[src/rtl/seq_detector.sv]
// Serial pattern detector built on a failure-function FSM whose transition table
// is generated from N/PATTERN at elaboration, with a saturating match counter.
module seq_detector #(
  parameter int             N       = 4,
  parameter logic [N-1:0]   PATTERN = 4'b1011,
  parameter int             OVERLAP = 1,
  parameter int             CNT_W   = 8,
  localparam int            SW      = $clog2(N + 1)
) (
  input  logic             clk,
  input  logic             res,
  input  logic             x,
  input  logic             en,
  input  logic             clr,
  output logic [SW-1:0]    state,
  output logic             match,
  output logic [CNT_W-1:0] count,
  output logic             ovf
);

  if (N < 2 || N > 8) begin : gBadN
    $error("seq_detector: N must be in 2..8");
  end
  if (CNT_W < 1 || CNT_W > 16) begin : gBadCntW
    $error("seq_detector: CNT_W must be in 1..16");
  end

  localparam int ENTRIES = 2 ** (SW + 1);
  localparam int TBL_W   = ENTRIES * SW;
  localparam logic [CNT_W-1:0] CNT_MAX = '1;

  // Entry {s, b} holds the longest pattern prefix that is a suffix of
  // (first s pattern bits, then b); unreachable states map to 0.
  function automatic logic [TBL_W-1:0] buildTable();
    logic [TBL_W-1:0] tbl;
    int   fromS, len, best, pos;
    logic ok, strBit, patBit;
    tbl = '0;
    for (int s = 0; s <= N; s++) begin
      for (int b = 0; b < 2; b++) begin
        fromS = (s == N && OVERLAP == 0) ? 0 : s;
        len   = fromS + 1;
        best  = 0;
        for (int k = 1; k <= N; k++) begin
          if (k <= len) begin
            ok = 1'b1;
            for (int i = 0; i < k; i++) begin
              pos    = len - k + i;
              strBit = (pos == fromS) ? b[0] : 1'(PATTERN >> (N - 1 - pos));
              patBit = 1'(PATTERN >> (N - 1 - i));
              if (strBit != patBit) ok = 1'b0;
            end
            if (ok) best = k;
          end
        end
        tbl |= TBL_W'(best) << ((2 * s + b) * SW);
      end
    end
    return tbl;
  endfunction

  localparam logic [TBL_W-1:0] NEXT_TBL = buildTable();

  logic [SW-1:0] nextTbl [ENTRIES];

  for (genvar g = 0; g < ENTRIES; g++) begin : gTbl
    assign nextTbl[g] = NEXT_TBL[g*SW +: SW];
  end

  logic [SW-1:0]    state_q, state_d;
  logic             match_q;
  logic [CNT_W-1:0] count_q;
  logic             ovf_q;

  always_comb begin
    state_d = nextTbl[{state_q, x}];
  end

  // match is registered alongside state so it never sees x combinationally.
  always_ff @(posedge clk or negedge res) begin
    if (!res) begin
      state_q <= '0;
      match_q <= 1'b0;
      count_q <= '0;
      ovf_q   <= 1'b0;
    end else if (clr) begin
      state_q <= '0;
      match_q <= 1'b0;
      count_q <= '0;
      ovf_q   <= 1'b0;
    end else if (en) begin
      state_q <= state_d;
      match_q <= (state_d == SW'(N));
      if (state_d == SW'(N)) begin
        if (count_q == CNT_MAX) begin
          ovf_q <= 1'b1;
        end else begin
          count_q <= count_q + CNT_W'(1);
        end
      end
    end
  end

  assign state = state_q;
  assign match = match_q;
  assign count = count_q;
  assign ovf   = ovf_q;

endmodule

[config.mk]
export PLATFORM = sky130hd
export DESIGN_NAME = seq_detector
export DESIGN_NICKNAME = d
export VERILOG_FILES = /design/src/rtl/seq_detector.sv
export SDC_FILE = /design/constraint.sdc
export NUM_CORES = 1
export LEC_CHECK = 0
export CORE_ASPECT_RATIO = 1.2
export CORE_MARGIN = 1.5
export CORE_UTILIZATION = 47
export CTS_CLUSTER_DIAMETER = 60
export DETAILED_ROUTE_END_ITERATION = 6
export MAX_ROUTING_LAYER = met4
export PLACE_DENSITY = 0.72
export SETUP_SLACK_MARGIN = 0.5
export SYNTH_ARGS = -nofsm -noshare
export SYNTH_HDL_FRONTEND = slang
export SYNTH_SLANG_ARGS = --single-unit
[constraint.sdc]
create_clock -name clk -period 3 [get_ports clk]
set_input_delay 0.9 -clock clk [delete_from_list [all_inputs] [get_ports clk]]
set_output_delay 0.9 -clock clk [all_outputs]
set_load 0.02 [all_outputs]
==> qor.txt <==
status -> complete, no violations
setup slack on the worst flop-to-flop path -> 0.96 ns
kind of critical path -> input port to register
largest net degree at the start of global routing -> 14
ratio of cells with drive above 1 in the final layout -> 18.27%
total number of vias -> 666
ratio of routed vias to standard cells -> 5.504
PwrDens -> 311.0 mW/mm²
Initial Utilization -> 50.60%
worst-skew pair later-pin latency -> 0.26 ns
area of the mapped netlist -> 740.7 µm²
post-route fraction of the period consumed by the critical path -> 82.33%
share of Yosys cell area claimed by the top area cell type -> 43.92%
Inserted Diodes -> 0
biggest area consumer among synthesized cells -> dfrtp_1
number of enable-type register cells in the synthesized netlist -> 0
worst stage delay on the critical path -> 0.42 ns
deepest level of the CTS H-tree -> 1
synthesized net count -> 87
number of antenna-violating nets in the routed design -> 0
final hold slack -> 0.5346 ns
highest fanout seen on the critical path -> 4
library cell with the highest instance count after synthesis -> dfrtp_1
beginning of the worst hold path -> ovf$_DFFE_PN0P_
maximum clock frequency -> 404.9 MHz
Hold Path Depth -> 2
crit-path leading delay family -> simple AND/OR/NAND/NOR gates
global placement routability congestion -> 0.8747
via count of the first global-routing pass -> 598
Levels on crit path -> 7
Max rail drop VDD -> 0.3114 mV
final critical path time including I/O delays and setup -> 2.470 ns
average size of a mapped cell -> 9.620 µm²
max-slew violation count -> 0
filler-free cell count of the finished design -> 121
kind of launch point of the worst setup path -> input port
routed wire length -> 1518 µm
Finished Cell Area -> 0.001036 mm²
sort of element at the end of the critical path -> register
Least-Margin Pin Slew -> 0.5865 ns
global route overflow -> 0
worst clock skew -> 0.0003925 ns
Synth cell types -> 27
Initial DRT Pass Iterations -> 4
part of the Yosys area used for sequential elements -> 43.92%
TritonCTS clock tree -> built
initial antenna violation count -> 0
Storage cell area -> 325.3 µm²
utilization after layout -> 70.77%
CP cell instances -> dlygate4sd2_1 > buf_4 > ha_2 > or2_4 > or3_4 > or4_4 > a21oi_2
fill cell count -> 118
die height -> 46.49 µm
post-detail-place hpwl -> 1154 µm
Floorplan Core Area -> 0.001464 mm²
post-synthesis instance total -> 77
class of the tightest hold or removal check -> register to register
number of buffers and inverters on the critical path -> 2
final hold viol count -> 0
DRT iter0 DRCs -> 16
Max stage delay cell, worst path -> or4_4
average wire per cell in the routed design -> 12.55 µm
# rows -> 15
Leak -> 0.4451 nW
placed cell count -> 117
Arrival @ worst endpoint -> 2.66 ns
area overhead of the layout relative to synthesis -> 39.86%
worst relative slew slack -> 60.78%
top flip-flop cell by instance count after synthesis -> dfrtp_1
post-synthesis sequential element count -> 13
end point of the most critical hold path -> ovf$_DFFE_PN0P_
Max clock buf depth -> 2
global-route wire length before repair -> 2518 µm
number of buffer cells added on primary ports -> 17
I/O pin total -> 18
clock transition time at the flip-flop clock pins of the worst setup and hold paths -> 0.08 ns
DRC Markers -> 0
Post-CTS Repair Setup Buffers -> 0
Max-Cap Viols -> 0
share of synthesized flip-flops with an asynchronous set or reset -> 100.0%
DIE AREA -> 0.001824 mm²
Commonest cells post-synth -> dfrtp_1, a21oi_1, nor2_1
yosys synthesis warning count -> 0
Total Nets Final -> 115
placed instance area -> 983.4 µm²
number of buffers inserted for hold repair after clock tree synthesis -> 0
sink count of the clock tree -> 13
Required @ worst endpoint -> 3.19 ns
count of final setup violators -> 0
end of the worst register-to-register path -> count[4]$_DFFE_PN0P_
CTS Root Buffer Type -> clkbuf_4
total clock buffers created by CTS -> 3
launch point of the worst reg-to-reg path -> state[0]$_DFFE_PN0P_
number of cells traversed by the worst register-to-register path -> 6
RSZ-0062 raised after global routing -> false
synth top area cells -> dfrtp_1, ha_1, a21oi_1, nor2_1, or3_1
global-route total usage across every layer -> 20.14%
combined area of the multi-input logic cells -> 419.2 µm²
DIE WIDTH -> 39.24 µm
-- stage by stage --
stage          setup TNS [ns]  power [mW]  setup WS (ns)
2_1_floorplan               0      0.1978         0.5196
5_1_grt                     0      0.3380         0.5105
3_5_place_dp         -0.06620      0.2183       -0.04107
3_3_place_gp         -0.01330      0.2180       -0.01330
4_1_cts                     0      0.3265         0.5238
6_report                    0      0.3222         0.5302
-- cell families (layout without fill, tap and decap cells) --
| family | count (synthesis) | in the layout | synth area share [%] |
|---|---|---|---|
| AOI/OAI and AO/OA | 19 | 19 | 16.05 |
| xor gates and xnor gates | 1 | 1 | 1.183 |
| adders and majority gates | 5 | 5 | 8.446 |
| buffers and inverters | 7 | 34 | 3.547 |
| DFF | 13 | 13 | 43.92 |
| muxes | 1 | 1 | 1.351 |
| and+or+nand+nor | 31 | 31 | 25.51 |
-- registers in the layout, indices dropped and copies added, names as in the netlist --
register  count
match         1
state         3
ovf           1
count         8
-- worst max path at each step --
| stage | to | from |
|---|---|---|
| after floorplan | count[5]$_DFFE_PN0P_ | x |
| after global routing | count[4]$_DFFE_PN0P_ | x |
| after CTS | count[4]$_DFFE_PN0P_ | x |
| final | count[4]$_DFFE_PN0P_ | x |
| after detailed placement | count[5]$_DFFE_PN0P_ | x |
| after global placement | count[5]$_DFFE_PN0P_ | x |
-- worst reg2reg max path: stages, from the launching register on --
cell and delay (ns):
dfrtp_1 0.44, inv_1 0.12, ha_4 0.25, or2_4 0.23
or3_4 0.38, or4_4 0.42, a21oi_2 0.12
-- layout make-up --
class                           instances  area share, %
Inverter                                6          2.174
Timing Repair Buffer                   24          21.38
Clock buffer                            4          2.536
Tap cell                               17          2.053
Multi-Input combinational cell         57          40.46
Sequential cell                        13          31.40
-- layer usage --
metal  vias to the layer above  global-route usage, %  wire length (µm)
li1                        336                      -                 -
met1                       318                  25.00               723
met2                        10                  34.33               733
met3                         2                  2.899                48
met4                         0                  4.138                12
met5                         -                      -                 0
-- power breakdown --
part | total, mW | leakage (nW) | switching (mW) | internal, mW
Sequential | 0.179 | 0.181 | 0.00257 | 0.176
Combinational | 0.0380 | 0.250 | 0.0195 | 0.0184
Clock | 0.105 | 0.0150 | 0.0539 | 0.0513
-- layout by cell type (no fill, tap or decap), drive strengths merged, types with 3 or more instances in the layout --
cell type / n
a21oi: 8
buf: 7
clkbuf: 4
clkdlybuf4s50: 16
dfrtp: 13
ha: 5
inv: 6
nand2: 4
nor2: 7
o21ai: 3
o31ai: 3
or3: 5
-- timing repair --
| action | in CTS | in global routing |
|---|---|---|
| pin swaps | 2 | 1 |
| resized for setup | 5 | 2 |
| setup endpoints to repair | 8 | 1 |
(Power assumes the default switching activity.)
